[src/rtl/proc_ctrl_pkg.sv]
// Shared constants for the 16-bit multicycle processor control path:
// FSM state codes, opcode map, funcfield shift selectors and ALU operation codes.
package proc_ctrl_pkg;

    localparam logic [3:0] S_FETCH    = 4'd0;
    localparam logic [3:0] S_DECODE   = 4'd1;
    localparam logic [3:0] S_EXEC_R   = 4'd2;
    localparam logic [3:0] S_EXEC_I   = 4'd3;
    localparam logic [3:0] S_ALU_WB   = 4'd4;
    localparam logic [3:0] S_BRANCH   = 4'd5;
    localparam logic [3:0] S_JUMP     = 4'd6;
    localparam logic [3:0] S_MEM_ADDR = 4'd7;
    localparam logic [3:0] S_MEM_RD   = 4'd8;
    localparam logic [3:0] S_MEM_WB   = 4'd9;
    localparam logic [3:0] S_MEM_WR   = 4'd10;
    localparam logic [3:0] S_TRAP     = 4'd11;

    localparam logic [3:0] OP_SHIFT = 4'b0000;
    localparam logic [3:0] OP_LW    = 4'b0001;
    localparam logic [3:0] OP_SW    = 4'b0010;
    localparam logic [3:0] OP_J     = 4'b0011;
    localparam logic [3:0] OP_BE    = 4'b0100;
    localparam logic [3:0] OP_BNE   = 4'b0101;
    localparam logic [3:0] OP_SHLI  = 4'b0110;
    localparam logic [3:0] OP_SHRI  = 4'b0111;
    localparam logic [3:0] OP_ADD   = 4'b1000;
    localparam logic [3:0] OP_ADDI  = 4'b1001;
    localparam logic [3:0] OP_ORI   = 4'b1010;
    localparam logic [3:0] OP_SUB   = 4'b1011;
    localparam logic [3:0] OP_NAND  = 4'b1100;
    localparam logic [3:0] OP_SUBI  = 4'b1101;
    localparam logic [3:0] OP_NANDI = 4'b1110;
    localparam logic [3:0] OP_OR    = 4'b1111;

    localparam logic [3:0] FN_SHL = 4'd1;
    localparam logic [3:0] FN_SHR = 4'd2;
    localparam logic [3:0] FN_SAR = 4'd3;

    localparam logic [2:0] ALU_ADD  = 3'd0;
    localparam logic [2:0] ALU_SUB  = 3'd1;
    localparam logic [2:0] ALU_NAND = 3'd2;
    localparam logic [2:0] ALU_OR   = 3'd3;
    localparam logic [2:0] ALU_SHL  = 3'd4;
    localparam logic [2:0] ALU_SHR  = 3'd5;
    localparam logic [2:0] ALU_SAR  = 3'd6;

    function automatic logic is_shift_func(input logic [3:0] fn);
        return (fn == FN_SHL) || (fn == FN_SHR) || (fn == FN_SAR);
    endfunction

endpackage

[src/rtl/alu_op_decoder.sv]
// Combinational map from IR opcode/funcfield to the ALU operation used in
// the execute stage; unknown shift selectors fall back to ADD.
import proc_ctrl_pkg::*;

module alu_op_decoder (
    input  logic [3:0] i_opcode,
    input  logic [3:0] i_funcfield,
    output logic [2:0] o_alu_op
);

    always_comb begin
        o_alu_op = ALU_ADD;
        case (i_opcode)
            OP_ADD, OP_ADDI:   o_alu_op = ALU_ADD;
            OP_SUB, OP_SUBI:   o_alu_op = ALU_SUB;
            OP_NAND, OP_NANDI: o_alu_op = ALU_NAND;
            OP_OR, OP_ORI:     o_alu_op = ALU_OR;
            OP_SHLI:           o_alu_op = ALU_SHL;
            OP_SHRI:           o_alu_op = ALU_SHR;
            OP_SHIFT: begin
                case (i_funcfield)
                    FN_SHL:  o_alu_op = ALU_SHL;
                    FN_SHR:  o_alu_op = ALU_SHR;
                    FN_SAR:  o_alu_op = ALU_SAR;
                    default: o_alu_op = ALU_ADD;
                endcase
            end
            default:           o_alu_op = ALU_ADD;
        endcase
    end

endmodule

[src/rtl/multicycle_control_fsm.sv]
// Multicycle control FSM with memory wait states and a retired-instruction counter.
// Define CTRL_TRAP_EN to send undefined shift encodings to a sticky TRAP state.
import proc_ctrl_pkg::*;

module multicycle_control_fsm #(
    parameter int IRET_W = 16
) (
    input  logic              clk,
    input  logic              rst,
    input  logic [3:0]        opcode,
    input  logic [3:0]        funcfield,
    input  logic              zero,
    input  logic              mem_ready,
    output logic              ir_write,
    output logic              pc_write,
    output logic [1:0]        pc_src,
    output logic              i_or_d,
    output logic              mem_read,
    output logic              mem_write,
    output logic              reg_write,
    output logic              mem_to_reg,
    output logic [1:0]        alu_src_b,
    output logic [2:0]        alu_op,
    output logic [3:0]        state,
    output logic [IRET_W-1:0] iret_cnt
);

`ifdef CTRL_TRAP_EN
    localparam logic [3:0] BADOP_NEXT     = S_TRAP;
    localparam logic       BADOP_RETIRES  = 1'b0;
`else
    localparam logic [3:0] BADOP_NEXT     = S_FETCH;
    localparam logic       BADOP_RETIRES  = 1'b1;
`endif

    logic [3:0]        r_state;
    logic [IRET_W-1:0] r_iret;
    logic [3:0]        w_next;
    logic              w_bad_op;
    logic              w_retire;
    logic [2:0]        w_exec_alu_op;

    alu_op_decoder u_alu_op_decoder (
        .i_opcode    (opcode),
        .i_funcfield (funcfield),
        .o_alu_op    (w_exec_alu_op)
    );

    assign w_bad_op = (opcode == OP_SHIFT) && !is_shift_func(funcfield);

    always_comb begin
        w_next = r_state;
        case (r_state)
            S_FETCH:    if (mem_ready) w_next = S_DECODE;
            S_DECODE: begin
                case (opcode)
                    OP_ADD, OP_SUB, OP_NAND, OP_OR:  w_next = S_EXEC_R;
                    OP_SHIFT:  w_next = w_bad_op ? BADOP_NEXT : S_EXEC_R;
                    OP_ADDI, OP_ORI, OP_SUBI, OP_NANDI,
                    OP_SHLI, OP_SHRI:                w_next = S_EXEC_I;
                    OP_BE, OP_BNE:                   w_next = S_BRANCH;
                    OP_J:                            w_next = S_JUMP;
                    OP_LW, OP_SW:                    w_next = S_MEM_ADDR;
                    default:                         w_next = S_FETCH;
                endcase
            end
            S_EXEC_R, S_EXEC_I:  w_next = S_ALU_WB;
            S_ALU_WB, S_BRANCH, S_JUMP, S_MEM_WB: w_next = S_FETCH;
            S_MEM_ADDR: w_next = (opcode == OP_LW) ? S_MEM_RD : S_MEM_WR;
            S_MEM_RD:   if (mem_ready) w_next = S_MEM_WB;
            S_MEM_WR:   if (mem_ready) w_next = S_FETCH;
            S_TRAP:     w_next = S_TRAP;
            default:    w_next = S_FETCH;
        endcase
    end

    // An instruction retires on the edge that leaves its last state.
    assign w_retire = (r_state == S_ALU_WB) || (r_state == S_BRANCH) ||
                      (r_state == S_JUMP)   || (r_state == S_MEM_WB) ||
                      ((r_state == S_MEM_WR) && mem_ready) ||
                      ((r_state == S_DECODE) && w_bad_op && BADOP_RETIRES);

    always_ff @(posedge clk) begin
        if (rst) begin
            r_state <= S_FETCH;
            r_iret  <= '0;
        end else begin
            r_state <= w_next;
            if (w_retire) r_iret <= r_iret + {{(IRET_W-1){1'b0}}, 1'b1};
        end
    end

    // Everything is forced low during reset, including the debug state and count.
    assign state    = rst ? 4'd0 : r_state;
    assign iret_cnt = rst ? '0 : r_iret;

    always_comb begin
        ir_write   = 1'b0;
        pc_write   = 1'b0;
        pc_src     = 2'd0;
        i_or_d     = 1'b0;
        mem_read   = 1'b0;
        mem_write  = 1'b0;
        reg_write  = 1'b0;
        mem_to_reg = 1'b0;
        alu_src_b  = 2'd0;
        alu_op     = ALU_ADD;
        if (!rst) begin
            case (r_state)
                S_FETCH: begin
                    mem_read  = 1'b1;
                    ir_write  = mem_ready;
                    pc_write  = mem_ready;
                    alu_src_b = 2'd1;
                end
                S_DECODE:   alu_src_b = 2'd2;
                S_EXEC_R:   alu_op = w_exec_alu_op;
                S_EXEC_I: begin
                    alu_op    = w_exec_alu_op;
                    alu_src_b = ((opcode == OP_ADDI) || (opcode == OP_SUBI)) ? 2'd2 : 2'd3;
                end
                S_ALU_WB:   reg_write = 1'b1;
                S_BRANCH: begin
                    pc_src   = 2'd1;
                    alu_op   = ALU_SUB;
                    pc_write = (opcode == OP_BE) ? zero : ~zero;
                end
                S_JUMP: begin
                    pc_write = 1'b1;
                    pc_src   = 2'd2;
                end
                S_MEM_ADDR: alu_src_b = 2'd2;
                S_MEM_RD: begin
                    mem_read = 1'b1;
                    i_or_d   = 1'b1;
                end
                S_MEM_WB: begin
                    reg_write  = 1'b1;
                    mem_to_reg = 1'b1;
                end
                S_MEM_WR: begin
                    mem_write = 1'b1;
                    i_or_d    = 1'b1;
                end
                default: ;
            endcase
        end
    end

endmodule

[config.mk]
export PLATFORM = sky130hd
export DESIGN_NAME = multicycle_control_fsm
export DESIGN_NICKNAME = d
export VERILOG_FILES = /design/src/rtl/proc_ctrl_pkg.sv /design/src/rtl/alu_op_decoder.sv /design/src/rtl/multicycle_control_fsm.sv
export SDC_FILE = /design/constraint.sdc
export NUM_CORES = 1
export LEC_CHECK = 0
export CORE_MARGIN = 2
export CORE_UTILIZATION = 35
export CTS_BUF_LIST = sky130_fd_sc_hd__clkbuf_4
export DETAILED_ROUTE_END_ITERATION = 10
export HOLD_SLACK_MARGIN = 0.08
export PLACE_DENSITY = 0.63
export SLEW_MARGIN = 20
export SYNTH_ARGS = -nofsm -noshare
export SYNTH_HDL_FRONTEND = slang
export SYNTH_SLANG_ARGS = --single-unit
[constraint.sdc]
create_clock -name clk -period 2.83 [get_ports clk]
set_clock_uncertainty 0.05 [all_clocks]
set_input_delay 0.566 -clock clk [delete_from_list [all_inputs] [get_ports clk]]
set_output_delay 0.566 -clock clk [all_outputs]
set_load 0.05 [all_outputs]
==> impl_results.md, run 1 <==
* Outcome: finished, final reports clean
* Crit path launch type: input port
* Ports at 46
* Die width at 69.96 um
* Worst Hold Class: reg2reg
* RSZ-0062 raised after global routing: no
* Post-route setup TNS at 0 ns
* Avg Cell Area, Syn at 7.149 um2
* CTS H-Tree Depth at 1
* Setup violations, final at 0
* Largest net degree at the start of global routing at 23
* Max Cap Violations at 0
* Share of cells above drive strength 1 at 0.2797
* Die H at 69.96 um
* Final RePlAce weighted congestion at 0.8797
* Detailed-route via count at 1629
* DRC Markers at 0
* GRT overflow at 0
* Synthesis-to-layout area growth at 62.45%
* Pwr dens at 322.6 mW/mm2
* Skew-Pair Late Insertion Delay at 0.31 ns
* ANT nets after route at 0
* Tot GR Track Use at 0.1595
* Final WL at 3.868 mm
* DP HPWL at 3.062 mm
* Synth Net Count at 226
* CTS Buffer Depth at 2
* Clock sink count at 20
* Core region area at 0.004086 mm2
* Layout Utilization at 0.6053
* Initial core utilization at 0.3726
* Fin cells at 311
* Worst vdd ir at 0.2905 mV
* Leakage power at 0.9715 nW
* Fin area at 0.002474 mm2
* Mapped Cells at 213
* Slew headroom at 0.7120
* First-pass GRT wire length at 6.637 mm
* TritonCTS clock tree: built
* Worst path required time at 2.21 ns
* Number of global-route vias before repair at 1515
* Crit-path max FO at 6
* Asr flop ratio synth at 0
* Seq cells post-synth at 20
* Antenna violations before repair at 0
* Vias/cell at 5.238
* Per-cell routed wire length at 12.44 um
* Diode count at 0
* Critical Path End Type: output port
* Placed cell areas at 0.002414 mm2
* Yosys warns at 0
* Clock-pin slew on the worst setup and hold paths at 0.12 ns
* Critical Path AT at 2.06 ns
* Inserted Clock Buffers at 3
* Library cells used by synthesis at 38
* Fin crit share at 0.9473
* FF-to-FF Start: r_state[1]
* Number of DRC markers in iteration 0 at 103
* Fin. max-slew vios at 0
* Pre-Repair DR Iteration Count at 4
* Fin nets at 275
* Setup CP Type: in2out
* Die ar. at 0.004894 mm2
* Most used DFF post-synth: dfxtp_1
* Placed Instances at 307
* Hold_sp: r_iret[9]
* EDFF count, synth at 0
* Num rows at 23
* Worst-margin pin slew at 0.4320 ns
* Crit. Startpoint: opcode[3]
* Mapped cell area at 0.001523 mm2
* Hold buffers post-CTS at 0
* Final hold violation count at 0
* Post-route minimum period at 2.681 ns
* Setup Buffers After CTS at 0
* Root buffer cell: clkbuf_4
* Port bufs at 45
* Sequential share of the synthesized area at 0.2629
* FMAX at 373.0 MHz
-- cells in the mapped netlist, types with 6 or more instances --
cell type	count	area [um2]
nor3_1	9	45.04
a21oi_1	10	50.05
nand2_1	19	71.32
mux2_2	12	135.1
nand3_1	11	55.05
dfxtp_1	20	400.4
nor4_1	7	43.79
nor2_1	32	120.1
nor2b_1	21	131.4
o21ai_0	10	50.05
clkbuf_1	6	22.52
-- path summary, 6_finish.rpt --
check | cells past startpoint | end | slack, ns
min reg2reg | 2 | r_iret[9] | 0.48
max | 7 | alu_op[0] | 0.15
min | 2 | r_iret[9] | 0.48
max reg2reg | 5 | r_iret[13] | 0.56
-- cell usage in the layout (no fill, tap or decap), drive strengths merged, types with 5 or more instances in the layout --
cell / instances
nor2: 32
a21oi: 10
clkdlybuf4s50: 7
nor3: 9
nor4: 8
o21ai: 10
nor2b: 21
buf: 50
inv: 5
a31oi: 5
mux2: 12
dfxtp: 20
and3: 5
nand2: 19
nand3: 11
-- metrics by stage --
stage	total power, W	worst slack (ns)	hold WS, ns
floorplan	0.0004580	0.01947	0.4170
global route	0.0008333	0.07517	0.5093
finish	0.0007980	0.1492	0.4763
global placement	0.0005649	-0.02179	0.4546
detailed placement	0.0005664	-0.09562	0.4615
CTS	0.0008026	0.002422	0.4816
-- worst max-delay path: stages --
cell and delay (ns):
dlygate4sd2_1 0.33, nor2_1 0.18, nor2b_1 0.08, or3b_2 0.46
nand3_1 0.17, o21bai_1 0.12, buf_12 0.17
-- routing by layer --
| layer | track usage | up-vias | part of all wire |
|---|---|---|---|
| met3 | 0.04040 | 2 | 0.057 |
| met2 | 0.2540 | 45 | 0.44 |
| li1 | - | 836 | - |
| met1 | 0.2234 | 746 | 0.49 |
| met5 | 0 | - | 0 |
| met4 | 0.01923 | 0 | 0.0036 |
-- final cells by class --
| class | instances | area (um2) |
|---|---|---|
| clock buffers | 3 | 22.52 |
| fillers | 365 | 1613 |
| multi-input cells | 171 | 1026 |
| clock inverters | 1 | 30.03 |
| inverters | 5 | 18.77 |
| flip-flops and latches | 20 | 400.4 |
| well taps | 50 | 62.56 |
| repair buffers | 61 | 913.4 |
-- what timing repair did --
| action | in CTS | in global routing |
|---|---|---|
| endpoints found under the hold margin | 0 | 0 |
| gates resized for setup | 2 | 3 |
| pin swaps | 0 | 1 |
| endpoints found under the setup margin | 3 | 4 |
-- registers in the layout (all words and copies together) (netlist names) --
register / count
r_state: 4
r_iret: 16
-- report_power, final --
group          internal [W]  leakage (nW)  switching (W)
Combinational      0.000119         0.782       0.000147
Clock              0.000143        0.0279      0.0000954
Sequential         0.000287         0.161     0.00000606
-- kinds of logic after synthesis --
logic type,count (synthesis),synth area share
simple gates,126,0.4404
compound gates,30,0.1101
buf+inv,22,0.07806
flops,20,0.2629
mux,12,0.08874
xor+xnor,2,0.01151
fa+ha+maj,1,0.008216
Note: power is estimated with default switching activity, not from simulation.
==> run 2: changes to the inputs <==
ABC_CLOCK_PERIOD_IN_PS = 2830   (was not set)
CAP_MARGIN = 30   (was not set)
CTS_CLUSTER_DIAMETER = 60   (was not set)
==> results of run 2 <==
No change in the layout: final DEF, timing and power equal those of run 1.
